**src/rtl/axis_chk_syn.sv**
```systemverilog
// AXI-Stream sink/checker for the synthetic counter stream.
// Drives tready with optional periodic stalls and tracks data/keep/framing errors.
module axis_chk_syn #(
    parameter int TDATA_NUM_BYTES = 128,
    parameter logic [8*TDATA_NUM_BYTES-9:0] FIXED = '0,
    parameter int ERR_W = 16
) (
    input  logic                         clk,
    input  logic                         rst,
    input  logic                         en,
    input  logic                         clr,
    input  logic [7:0]                   stall_period,
    input  logic [7:0]                   frame_len,
    input  logic [8*TDATA_NUM_BYTES-1:0] S_AXIS_tdata,
    input  logic [TDATA_NUM_BYTES-1:0]   S_AXIS_tkeep,
    input  logic                         S_AXIS_tlast,
    input  logic                         S_AXIS_tvalid,
    output logic                         S_AXIS_tready,
    output logic                         locked,
    output logic [31:0]                  beat_cnt,
    output logic [31:0]                  frame_cnt,
    output logic [ERR_W-1:0]             err_data_cnt,
    output logic [ERR_W-1:0]             err_last_cnt,
    output logic [ERR_W-1:0]             err_keep_cnt,
    output logic                         err_any
);

    localparam int W = 8 * TDATA_NUM_BYTES;

    typedef enum logic [1:0] {IDLE, SYNC, CHECK} state_t;

    state_t     state;
    logic [7:0] stall_ctr;
    logic [7:0] exp_v;
    logic [7:0] idx;
    logic       stall_hit;
    logic       live;
    logic       d_err;
    logic       k_err;
    logic       at_end;
    logic       l_ok;
    logic       l_err;

    function automatic logic [ERR_W-1:0] sat_inc(
        input logic [ERR_W-1:0] v,
        input logic             hit
    );
        return (hit && (v != '1)) ? v + ERR_W'(1) : v;
    endfunction

    assign stall_hit = (stall_period != 8'd0) && (stall_ctr == stall_period);
    assign live      = S_AXIS_tvalid && S_AXIS_tready && (state != IDLE);
    assign d_err     = (S_AXIS_tdata[W-1:8] != FIXED) ||
                       ((state == CHECK) && (S_AXIS_tdata[7:0] != exp_v));
    assign k_err     = !(&S_AXIS_tkeep);
    // 8-bit wrap makes frame_len=0 mean a 256-beat frame
    assign at_end    = (idx == frame_len - 8'd1);
    assign l_ok      = S_AXIS_tlast && at_end;
    assign l_err     = S_AXIS_tlast != at_end;

    always_ff @(posedge clk) begin
        if (rst || clr) begin
            state         <= (!rst && en) ? SYNC : IDLE;
            S_AXIS_tready <= 1'b0;
            stall_ctr     <= 8'd0;
            exp_v         <= 8'd0;
            idx           <= 8'd0;
            locked        <= 1'b0;
            beat_cnt      <= 32'd0;
            frame_cnt     <= 32'd0;
            err_data_cnt  <= '0;
            err_last_cnt  <= '0;
            err_keep_cnt  <= '0;
            err_any       <= 1'b0;
        end else begin
            S_AXIS_tready <= en && !stall_hit;
            if (en)
                stall_ctr <= stall_hit ? 8'd0 : stall_ctr + 8'd1;

            unique case (state)
                IDLE:    if (en) state <= SYNC;
                SYNC:    if (live) begin
                             state  <= CHECK;
                             locked <= 1'b1;
                         end
                default: ;
            endcase

            if (live) begin
                beat_cnt     <= beat_cnt + 32'd1;
                exp_v        <= S_AXIS_tdata[7:0] + 8'd1;
                err_data_cnt <= sat_inc(err_data_cnt, d_err);
                err_keep_cnt <= sat_inc(err_keep_cnt, k_err);
                err_last_cnt <= sat_inc(err_last_cnt, l_err);
                if (l_ok)
                    frame_cnt <= frame_cnt + 32'd1;
                idx <= (S_AXIS_tlast || at_end) ? 8'd0 : idx + 8'd1;
                if (d_err || k_err || l_err)
                    err_any <= 1'b1;
            end
        end
    end

endmodule

```
**config.mk**
```make
export PLATFORM = sky130hd
export DESIGN_NAME = axis_chk_syn
export DESIGN_NICKNAME = d
export VERILOG_FILES = /design/src/rtl/axis_chk_syn.sv
export SDC_FILE = /design/constraint.sdc
export NUM_CORES = 1
export LEC_CHECK = 0
export BUFFER_PORTS_ARGS = -buffer_cell sky130_fd_sc_hd__clkbuf_2
export CAP_MARGIN = 20
export CORE_AREA = 2 2 498 500
export DETAILED_ROUTE_END_ITERATION = 16
export DIE_AREA = 0 0 500 502
export PLACE_DENSITY = 0.31
export SKIP_LAST_GASP = 1
export SYNTH_ARGS = -nofsm -noshare
export SYNTH_HDL_FRONTEND = slang
export SYNTH_SLANG_ARGS = --single-unit
export TNS_END_PERCENT = 30
```
**constraint.sdc**
```tcl
create_clock -name clk -period 7.87 [get_ports clk]
set_input_delay 0 -clock clk [delete_from_list [all_inputs] [get_ports clk]]
set_output_delay 0 -clock clk [all_outputs]
set_load 0.005 [all_outputs]
```
## Word-level counts from Yosys, hierarchy flattened

Index checks and enable logic that the tools add are counted.

| word-level totals | value |
|---|---|
| bits of input ports | 1174 |
| register bits | 141 |
| output and inout bits | 115 |
| logic and storage cells | 70 |

| operators by class | value |
|---|---|
| add/subtract/negate cells | 9 |
| equality and inequality tests | 11 |
| mux-type cells | 7 |
| reduce and logical (&&, ||, !) cells | 31 |

Operators by type and width:

| operator | count |
|---|---|
| nonzero test 1016 bit | 1 |
| AND reduction 128 bit | 1 |
| adder 32 x 1 -> 32 bit (second input constant) | 2 |
| adder 16 x 1 -> 16 bit (second input constant) | 3 |
| inequality test 16 bit (second input constant) | 3 |
| adder 8 x 1 -> 8 bit (second input constant) | 3 |
| == test 8 bit | 2 |
| two-way mux 8 bit | 2 |
| AND reduction 2 bit | 6 |
| logical AND 1 bit | 10 |
| inequality test 8 bit | 1 |
| nonzero test 8 bit | 1 |
| subtractor 8 x 1 -> 8 bit (second input constant) | 1 |
| two-way mux 2 bit | 3 |
| inequality test 3 bit (second input constant) | 2 |
| logical OR 1 bit | 5 |
| one-hot mux 2 bit (2 select lines) | 1 |
| zero test 1 bit | 3 |
| AND reduction 3 bit | 1 |
| nonzero test 3 bit | 1 |
| == test 2 x 1 -> 1 bit (second input constant) | 1 |
| == test 2 bit (second input constant) | 1 |
| zero test 2 bit | 1 |
| nonzero test 2 bit | 1 |
| 2 further kinds | 2 |

## Longest topological paths before layout

| logic depth | value |
|---|---|
| depth after elaboration | 6 |
| gate-level depth with buffers | 17 |
| mapped depth without buffers | 17 |

## Least setup slack after synthesis

No wires, ideal clock.

| timing path | value |
|---|---|
| kind | reg2reg |
| from | reg idx[7] |
| to | reg frame_cnt[27] |
| required time | 7.742 ns |
| buffers on the path | 0 |
| path slack | 4.818 ns |
| clock period less this slack | 3.052 ns |
| setup time | 0.128 ns |
| arrival time | 2.924 ns |
| stages on the path, launching flop included | 18 |
| cells stage by stage | dfxtp_1 > xor2_1 > xnor2_1 > nand3_1 > o31ai_1 > a22oi_1 > nor2_1 > o2111ai_1 > inv_1 > ha_1 > o2111ai_1 > or3_1 > nor3_4 > nand2_1 > nor2_2 > nand3_1 > xor2_1 > nor2_1 |

| on the way | value |
|---|---|
| cells in the longest elaborated chain, start to end | 3 |

RTL lines:

| item | RTL line | RTL |
|---|---|---|
| start: declaration | 35 | `logic [7:0] idx;` |
| start signal: assignment | 97 | `idx <= (S_AXIS_tlast \|\| at_end) ? 8'd0 : idx + 8'd1;` |
| == test 8 bit | 57 | `assign at_end = (idx == frame_len - 8'd1);` |
| logical AND 1 bit | 58 | `assign l_ok = S_AXIS_tlast && at_end;` |
| AND reduction 2 bit (no line) | -- |  |
| end signal: assignment | 96 | `frame_cnt <= frame_cnt + 32'd1;` |
| end: declaration | 21 | `output logic [31:0] frame_cnt,` |

No other way between the ends.
A chain may end at the register's enable or synchronous reset.

## Worst setup path in the final report

| timing path | value |
|---|---|
| from | reg idx[7] |
| to | reg frame_cnt[31] |

Same word-level chain as after synthesis.

==> qor.yml <==
path_clk_slew_ns: 0.08
cts_made_buffers: 17
hpwl_um: 103400
finalInstanceArea_um2: 20560
placed_cell_area_um2: 19770
synth_edf_count: 2
yosysUniqueCellTypes: 50
cap_violations: 0
skew_ns: 0.01402
synth_common_cells: "nor4_1 (283), nand4_1 (143), dfxtp_1 (139), nor2_1 (139), xor2_1 (91)"
root_buffer: "clkbuf_16"
critical_path.startpoint: "idx[7]"
drtPass1Iterations: 5
r2r-start: "idx[7]"
endpoint: "frame_cnt[31]"
hold_buffers: 18
power_density_nw_per_um2: 99.06
synth_area_um2: 9064
wl_per_cell_um: 19.49
setup_viol: 0
rows: 182
grt_pass1_wl_um: 140600
synthToLayoutAreaGrowth_pct: 126.9
synth_top_cell_area_share: 0.3070
slew_violations: 0
worstHoldPathType: "primary input to register"
crit_arrival_ns: 5.32
max_slew_margin: 0.2706
die_w_um: 500
ff2ff_path_depth: 17
core_um2: 245300
cp_max_fo: 7
crit_path_top_delay_cell: "ha_1"
worstSetupEndpointType: "register"
insertion_delay_ns: 0.50
ys.flop_type: "dfxtp_1"
required_ns: 8.24
nFillCells: 28930
syn_avg_cell_area_um2: 7.767
ys_ff_latch: 141
fin_crit_ns: 4.954
io_pins: 1289
status: "completed"
path_cells: "xor2_1 -> xnor2_1 -> nand3_1 -> o31ai_1 -> a22oi_1 -> nor2_1 -> o2111ai_1 -> inv_1 -> ha_1 -> o2111ai_2 -> or3_1 -> nor3_4 -> nand2_1 -> nor2_2 -> nand3_1 -> xor2_1 -> nor2_1"
drive_gt1_frac: 0.5511
nNetsFinal: 3676
crit_buf_inv: 1
dieArea_um2: 251000
synth.most_common_cell: "nor4_1"
fin_cells: 5736
timing.final.crit_share: 0.6295
slowest_delay_ns: 0.70
pre_cts_ws_ns: 2.393
antenna_left: 0
fin_util: 0.08385
grt_pass1_vias: 14980
power.total_mw: 2.037
ys_warn_count: 0
clock_sinks: 141
ys_seq_area_frac: 0.3136
hold_viol_final: 0
drtIter0Drc: 647
setup_ws_ns: 2.916
synthTopCellsByArea: "dfxtp_1 (31%), nor4_1 (20%), nand4_1 (9.9%)"
leakagePower_nw: 8.387
vias_per_cell: 2.616
cp-start-kind: "register"
post_cts_resized: 0
antenna_found_initial: 60
critical_path_class: "register to register"
worst_pin_slew_ns: 1.090
ir_worst_vdd_uv: 167.6
gp_congestion: 0.9310
cts_max_level: 4
r2r-end: "frame_cnt[31]"
path_delay_family: "simple AND/OR/NAND/NOR gates"
place.port_buffers: 1288
cts.path.max_buffers: 2
post_cts_buffers: 0
place_inst: 5673
grt_max_degree: 65
cp.depth: 17
overflow: 0
rrSetupSlack_ns: 2.92
fin_setup_tns_ns: 0
drc: 0
gr-usage-all-layers: 0.08476
num_vias: 15000
timing.hold.ws_ns: 0.1499
wirelength_um: 111800
synth_cells: 1167
syn_nets: 2352
yosysTopAreaCell: "dfxtp_1"
start_util: 0.03696
cts_tree: "yes"
rsz0062_at_grt: "no"
ys_async_sr_fraction: 0
max_freq_ghz: 0.2018
dieHeight_um: 502
==> worst min path at each step <==
stage	slack, ns	from	cells after the start	end
5_1_grt	0.14	stall_period[4]	5	S_AXIS_tready
6_report	0.15	stall_period[4]	5	S_AXIS_tready
2_1_floorplan	0.1	S_AXIS_tdata[0]	1	exp_v[0]
3_3_place_gp	0.27	S_AXIS_tdata[0]	2	exp_v[0]
4_1_cts	0.08	stall_period[4]	5	S_AXIS_tready
3_5_place_dp	0.27	S_AXIS_tdata[0]	2	exp_v[0]
==> sequential cells by signal, indices dropped and copies added, names as in the netlist, 2 cells and up <==
register      count
beat_cnt         32
err_data_cnt     16
stall_ctr         8
idx               8
frame_cnt        32
state             2
err_keep_cnt     16
exp_v             8
err_last_cnt     16
==> cells in the final DEF (no fill, tap or decap), types with 11 or more instances in the layout <==
master         instances
clkbuf_2            1288
nor4_1               260
nand4_1              143
dfxtp_1              139
nor2_1               139
xor2_1                91
nand2_1               75
xnor2_1               37
nand3_1               36
a21oi_1               25
buf_4                 25
and3_1                23
nor4_2                23
or3_1                 20
dlygate4sd3_1         18
clkbuf_16             17
inv_1                 15
diode_2               12
o21ai_1               12
o21ai_0               11
ha_1                  11
==> per-layer routing <==
layer  vias to the layer above  share of wire  wire length (um)  global-route usage
met3                       131          0.069              7735             0.02470
met2                       791           0.48             53960              0.1452
met1                      6789           0.43             47550              0.1040
met5                         -        0.00081                90                   0
met4                        14          0.022              2460             0.01878
li1                       7279              -                 -                   -
==> worst min-delay path, delay by kind of cell <==
| kind | cells | cell delay, ns |
|---|---|---|
| AO/OA/AOI/OAI | 1 | 0.14 |
| buffers and inverters | 2 | 0.15 |
| AND/OR/NAND/NOR | 2 | 0.32 |
==> power by group <==
part	switching, mW	internal (mW)	total [mW]	leakage (nW)
logic	0.205	0.247	0.451	6.96
clock network	0.444	0.420	0.865	0.281
registers	0.00422	0.717	0.721	1.14
total	0.653	1.38	2.04	8.39
==> cell type report <==
class | count | area, um^2 | share of cell area
antenna | 12 | 30.03 | 0.001460
clock buffer | 17 | 425.4 | 0.02069
clock inverter | 15 | 148.9 | 0.007241
inverter | 16 | 60.06 | 0.002921
multi-input combinational | 984 | 6213 | 0.3022
sequential | 141 | 2843 | 0.1382
tap | 3220 | 4029 | 0.1959
timing repair buffer | 1331 | 6814 | 0.3314
==> cells by family after synthesis <==
| kind of cell | synth area share |
|---|---|
| flops | 0.3136 |
| xor+xnor | 0.1237 |
| mux | 0.008835 |
| buf+inv | 0.01863 |
| fa+ha+maj | 0.01518 |
| compound gates | 0.04763 |
| simple gates | 0.4724 |
Power figures use the tool's default switching activity.
